File: src/rtl/shift_add_mul_ctrl_if.sv
// Handshake and step-counter bundle for shift_add_mul_ctrl.
// The slave modport is the multiplier; the master is whoever drives the requests and the Counter value.
interface shift_add_mul_ctrl_if #(
  parameter int unsigned CNT_W = 3,
  parameter int unsigned WIDTH = 8
);
  logic                 start;
  logic [WIDTH-1:0]     a;
  logic [WIDTH-1:0]     b;
  logic [CNT_W-1:0]     count;
  logic                 count_up;
  logic                 busy;
  logic                 done;
  logic [2*WIDTH-1:0]   product;
  logic                 err;

  modport slave (
    input  start, a, b, count,
    output count_up, busy, done, product, err
  );

  modport master (
    output start, a, b, count,
    input  count_up, busy, done, product, err
  );
endinterface

File: src/rtl/shift_add_mul_ctrl.sv
// Sequential 8x8 unsigned shift-add multiplier whose step index comes from an external 3-bit Counter.
// Optional macro SEQ_CHECK_EN adds a shadow step counter that raises a sticky err on sequencing faults.
module shift_add_mul_ctrl #(
  parameter int unsigned CNT_W = 3,
  parameter int unsigned WIDTH = 8
) (
  input  logic                  clk,
  input  logic                  reset,
  shift_add_mul_ctrl_if.slave   bus
);

  typedef enum logic [1:0] {
    S_IDLE = 2'd0,
    S_RUN  = 2'd1,
    S_DONE = 2'd2
  } state_e;

  state_e             state_q, state_d;
  logic               busy_q, busy_d;
  logic               done_q, done_d;
  logic               count_up_q, count_up_d;
  logic [WIDTH-1:0]   m_q, m_d;
  logic [WIDTH-1:0]   a_q, a_d;
  logic [WIDTH-1:0]   q_q, q_d;
  logic [WIDTH:0]     sum_c;
  logic               accept_c;
  logic               last_step_c;

  assign accept_c    = (state_q == S_IDLE) && bus.start;
  assign last_step_c = (bus.count == CNT_W'(WIDTH - 1));

  // State register; handshake outputs are registered from the next state
  always_ff @(posedge clk or posedge reset) begin
    if (reset) begin
      state_q    <= S_IDLE;
      busy_q     <= 1'b0;
      done_q     <= 1'b0;
      count_up_q <= 1'b0;
    end else begin
      state_q    <= state_d;
      busy_q     <= busy_d;
      done_q     <= done_d;
      count_up_q <= count_up_d;
    end
  end

  always_comb begin
    state_d = state_q;
    unique case (state_q)
      S_IDLE:  if (bus.start) state_d = S_RUN;
      S_RUN:   if (last_step_c) state_d = S_DONE;
      S_DONE:  state_d = S_IDLE;
      default: state_d = S_IDLE;
    endcase
  end

  always_comb begin
    busy_d     = 1'b0;
    done_d     = 1'b0;
    count_up_d = 1'b0;
    unique case (state_d)
      S_RUN:   begin
        busy_d     = 1'b1;
        count_up_d = 1'b1;
      end
      S_DONE:  done_d = 1'b1;
      default: ;
    endcase
  end

  // One add-and-shift step: A gets the upper bits, the carried-out LSB enters Q from the top
  assign sum_c = {1'b0, a_q} + (q_q[0] ? {1'b0, m_q} : (WIDTH + 1)'(0));

  always_comb begin
    m_d = m_q;
    a_d = a_q;
    q_d = q_q;
    if (accept_c) begin
      m_d = bus.a;
      q_d = bus.b;
      a_d = '0;
    end else if (state_q == S_RUN) begin
      a_d = sum_c[WIDTH:1];
      q_d = {sum_c[0], q_q[WIDTH-1:1]};
    end
  end

  always_ff @(posedge clk or posedge reset) begin
    if (reset) begin
      m_q <= '0;
      a_q <= '0;
      q_q <= '0;
    end else begin
      m_q <= m_d;
      a_q <= a_d;
      q_q <= q_d;
    end
  end

  assign bus.busy     = busy_q;
  assign bus.done     = done_q;
  assign bus.count_up = count_up_q;
  assign bus.product  = {a_q, q_q};

`ifdef SEQ_CHECK_EN
  logic [CNT_W-1:0] shadow_q;
  logic             err_q;

  // Shadow mirrors the Counter; any disagreement or a start away from step 0 latches err
  always_ff @(posedge clk or posedge reset) begin
    if (reset) begin
      shadow_q <= '0;
      err_q    <= 1'b0;
    end else begin
      if (count_up_q) shadow_q <= shadow_q + CNT_W'(1);
      if ((bus.count != shadow_q) || (accept_c && (bus.count != '0))) err_q <= 1'b1;
    end
  end

  assign bus.err = err_q;
`else
  assign bus.err = 1'b0;
`endif

endmodule

File: src/flat_wrapper.sv
// flat-port wrapper written by rule: the top's interface ports become plain ports
module shift_add_mul_ctrl_flat 
#(
  parameter int unsigned CNT_W = 3,
  parameter int unsigned WIDTH = 8
)
  (clk, reset, bus_start, bus_a, bus_b, bus_count, bus_count_up, bus_busy, bus_done, bus_product, bus_err);
  shift_add_mul_ctrl_if #(.CNT_W(CNT_W), .WIDTH(WIDTH)) bus_i ();
  input  logic clk;
  input  logic reset;
  input wire logic [$bits(bus_i.start)-1:0] bus_start;
  input wire logic [$bits(bus_i.a)-1:0] bus_a;
  input wire logic [$bits(bus_i.b)-1:0] bus_b;
  input wire logic [$bits(bus_i.count)-1:0] bus_count;
  output wire logic [$bits(bus_i.count_up)-1:0] bus_count_up;
  output wire logic [$bits(bus_i.busy)-1:0] bus_busy;
  output wire logic [$bits(bus_i.done)-1:0] bus_done;
  output wire logic [$bits(bus_i.product)-1:0] bus_product;
  output wire logic [$bits(bus_i.err)-1:0] bus_err;
  assign bus_i.start = bus_start;
  assign bus_i.a = bus_a;
  assign bus_i.b = bus_b;
  assign bus_i.count = bus_count;
  assign bus_count_up = bus_i.count_up;
  assign bus_busy = bus_i.busy;
  assign bus_done = bus_i.done;
  assign bus_product = bus_i.product;
  assign bus_err = bus_i.err;
  shift_add_mul_ctrl #(.CNT_W(CNT_W), .WIDTH(WIDTH)) u_core (.clk(clk), .reset(reset), .bus(bus_i));
endmodule
File: config.mk
export PLATFORM = sky130hd
export DESIGN_NAME = shift_add_mul_ctrl_flat
export DESIGN_NICKNAME = d
export VERILOG_FILES = /design/src/rtl/shift_add_mul_ctrl_if.sv /design/src/rtl/shift_add_mul_ctrl.sv /design/src/flat_wrapper.sv
export SDC_FILE = /design/constraint.sdc
export NUM_CORES = 1
export LEC_CHECK = 0
export BUFFER_PORTS_ARGS = -buffer_cell sky130_fd_sc_hd__buf_4
export CORE_ASPECT_RATIO = 0.5
export CORE_UTILIZATION = 51
export DETAILED_ROUTE_END_ITERATION = 6
export GPL_TIMING_DRIVEN = 0
export PLACE_DENSITY = 0.78
export SYNTH_ARGS = -nofsm -noshare
export SYNTH_HDL_FRONTEND = slang
export SYNTH_SLANG_ARGS = --single-unit
File: constraint.sdc
create_clock -name clk -period 2.15 [get_ports clk]
set_input_delay 0.43 -clock clk [delete_from_list [all_inputs] [get_ports clk]]
set_output_delay 0.43 -clock clk [all_outputs]
set_load 0.01 [all_outputs]
==> flow_summary.yaml <==
finish:
  nets: 226
  fin_cells: 231
  antenna_cells: 0
  layout_commonest_cell: "buf_4"
  multi_input_area_um2: 736
  seq_area_um2: 702
  final_cell_mix: "44 x buf_4, 27 x dfrtp_1, 15 x o21ai_0, 15 x nand2_1, 9 x and2_1"
  fin_area_mm2: 0.00196
  final_layout_size_suffix_gt1_share_pct: 34.0
  fillers: 221
  area_growth_pct: 29.3
worst_setup_path:
  cp-end-kind: "flip-flop"
  crit_arrival_ns: 2.19
  cp.required_ns: 2.29
  path_class: "flip-flop to flip-flop"
  worstSetupStartpointType: "flip-flop"
  crit_fanout: 7
floorplan:
  die_h_um: 40.5
  dieArea_mm2: 0.00320
  fp.dieW_um: 79.0
  ios: 42
  core_area_mm2: 0.00270
  rows: 13
  start_util_pct: 56.0
logic_synthesis:
  yosys.cell_types.count: 31
  yosys_warnings: 0
  ys_top_cells_by_area: "dfrtp_1 46%, ha_1 6.6%, o21ai_0 5.0%"
  yosys.area.top_type: "dfrtp_1"
  synth.ff_latch_count: 28
  netlist_instances: 148
  ys_seq_area_share_pct: 46.3
  synth_area_mm2: 0.00151
  synth.avg_cell_area_um2: 10.2
  synth_fp_nets: 179
  synth_top_cell_area_share_pct: 46.3
route:
  vias: 1244
  routed_wirelength_um: 3260
  first_pass_iters: 4
  drtIter0Drc: 83
  drtAntennaViolNets: 0
  viasPerCell: 5.39
  drc: 0
  wl_per_cell_um: 14.1
placed_design:
  globalplace.congestion: 0.827
  port_buffers: 40
  placed_area_mm2: 0.00186
  dp_cells: 225
  hpwl_um: 2340
sta:
  tightest_slew_ns: 1.07
  fmax_ghz: 0.488
  final.setup_skew_ns: 0.00544
  finalSetupViolations: 0
  fin_crit_sh_pct: 95.3
  fin_crit_ns: 2.05
  hold_viol_final: 0
  final_max_slew_viol_count: 0
  max_slew_margin_pct: 28.6
power_and_ir_drop:
  power_density_mw_per_mm2: 1420
  vdd_drop_max_uv: 614
  leakage_nw: 0.934
grt:
  grt_pass1_wl_um: 5180
  grt_pass1_vias: 1159
  grt_max_degree: 29
  grt_use_total_pct: 22.3
  antenna_found_initial: 0
  overflow: 0
hold_path:
  hold_class: "primary input to flip-flop"
outcome:
  status: "finished clean"
cts:
  clk_latency_ns: 0.28
  postCtsHoldBufs: 0
  clkSlewWorstSetupHoldPaths_ns: 0.10
  htreeDepth: 1
  numCtsBuffers: 3
  clockBufferDepth: 2
  numClockSinks: 28
  cts_tree: "done"
  cts-root-buf: "clkbuf_8"
job:
  maxCapViolations: 0
-- cell type report --
type / instances / area share, %
clock buffer: 3 / 2.11
timing repair buffer: 42 / 16.1
inverter: 4 / 0.768
tap: 37 / 2.37
clock inverter: 1 / 1.54
multi-input combinational: 106 / 37.6
buffer: 10 / 3.58
sequential: 28 / 35.9
-- cells by family (layout without fill, tap and decap cells) --
group | after synthesis | after routing | synth area share (%)
adders and majority gates | 9 | 9 | 7.94
AOI/OAI and AO/OA | 40 | 40 | 16.2
muxes | 10 | 10 | 8.02
xor gates and xnor gates | 4 | 4 | 2.32
DFF | 28 | 28 | 46.3
buffers and inverters | 14 | 60 | 5.62
other | 1 | 1 | 0.248
and+or+nand+nor | 42 | 42 | 13.3
-- power by group --
part | switching (W) | internal [W] | total (W)
registers | 0.000172 | 0.000759 | 0.000931
logic | 0.000695 | 0.000733 | 0.00143
clock network | 0.000166 | 0.000249 | 0.000415
total | 0.00103 | 0.00174 | 0.00277
-- flip-flops by register name (all words and copies together) (netlist names) --
name / cells
u_core.bus.done: 1
u_core.m_q: 8
u_core.a_q: 8
u_core.bus.busy: 1
u_core.q_q: 8
u_core.state_q: 2
-- Yosys cell counts --
cell type / count
inv_1: 4
fa_1: 1
mux2i_1: 2
clkbuf_1: 3
a31o_2: 2
xnor2_1: 4
conb_1: 1
o22ai_1: 5
a21oi_1: 6
buf_2: 2
a211oi_1: 1
buf_6: 3
or4_1: 1
o21ai_0: 15
o21bai_1: 1
dfrtp_1: 28
and2_1: 9
nand2b_1: 2
o211ai_1: 1
nand2_1: 15
nand3_1: 4
nor2_1: 8
o2111ai_1: 1
nor2b_1: 1
nor3_1: 1
a22oi_1: 8
mux2_2: 5
ha_1: 8
nor3b_1: 1
buf_4: 2
mux2_4: 3
-- path summary, 6_finish.rpt --
path	startpoint	endpoint	slack (ns)	depth (start not counted)
setup / recovery	u_core.q_q[0]$_DFFE_PP0P_	u_core.a_q[5]$_DFFE_PP0P_	0.10	7
hold / removal	bus_a[1]	u_core.m_q[1]$_DFFE_PP0P_	0.38	2
setup reg to reg	u_core.q_q[0]$_DFFE_PP0P_	u_core.a_q[5]$_DFFE_PP0P_	0.10	7
hold reg to reg	u_core.m_q[6]$_DFFE_PP0P_	u_core.m_q[6]$_DFFE_PP0P_	0.51	1
max in group asynchronous	reset	u_core.q_q[0]$_DFFE_PP0P_	1.02	2
min in group asynchronous	reset	u_core.q_q[6]$_DFFE_PP0P_	0.41	2
-- per-layer routing --
| metal | vias to the layer above | routed length (um) | track usage [%] |
|---|---|---|---|
| li1 | 611 | - | - |
| met1 | 603 | 1540 | 27.4 |
| met2 | 28 | 1600 | 40.9 |
| met3 | 2 | 112 | 5.91 |
| met4 | 0 | 11 | 5.00 |
| met5 | - | 0 | 0 |
-- what timing repair did --
item / CTS / global route
setup buffers: 0 / 2
gates resized for setup: 0 / 3
endpoints found under the setup margin: 0 / 4
-- through the flow --
stage | setup slack, ns | TNS [ns] | power [W] | util [%] | hold slack (ns)
after CTS | 0.0194 | 0 | 0.00275 | 71.5 | 0.373
after detailed placement | 0.0491 | 0 | 0.00232 | 68.9 | 0.487
after floorplan | 0.260 | 0 | 0.00185 | - | 0.473
after global routing | -0.00285 | -0.00285 | 0.00299 | 72.4 | 0.368
after global placement | 0.105 | 0 | 0.00226 | 68.9 | 0.485
final | 0.101 | 0 | 0.00277 | 72.4 | 0.376
-- critical path, stage by stage, from the launching register on --
cell and delay (ns):
dfrtp_2 0.46, and2_1 0.15, ha_1 0.22, fa_1 0.44, a21oi_2 0.18, o211ai_1 0.16
xnor2_1 0.21, o22ai_1 0.11
Power figures use the tool's default switching activity.
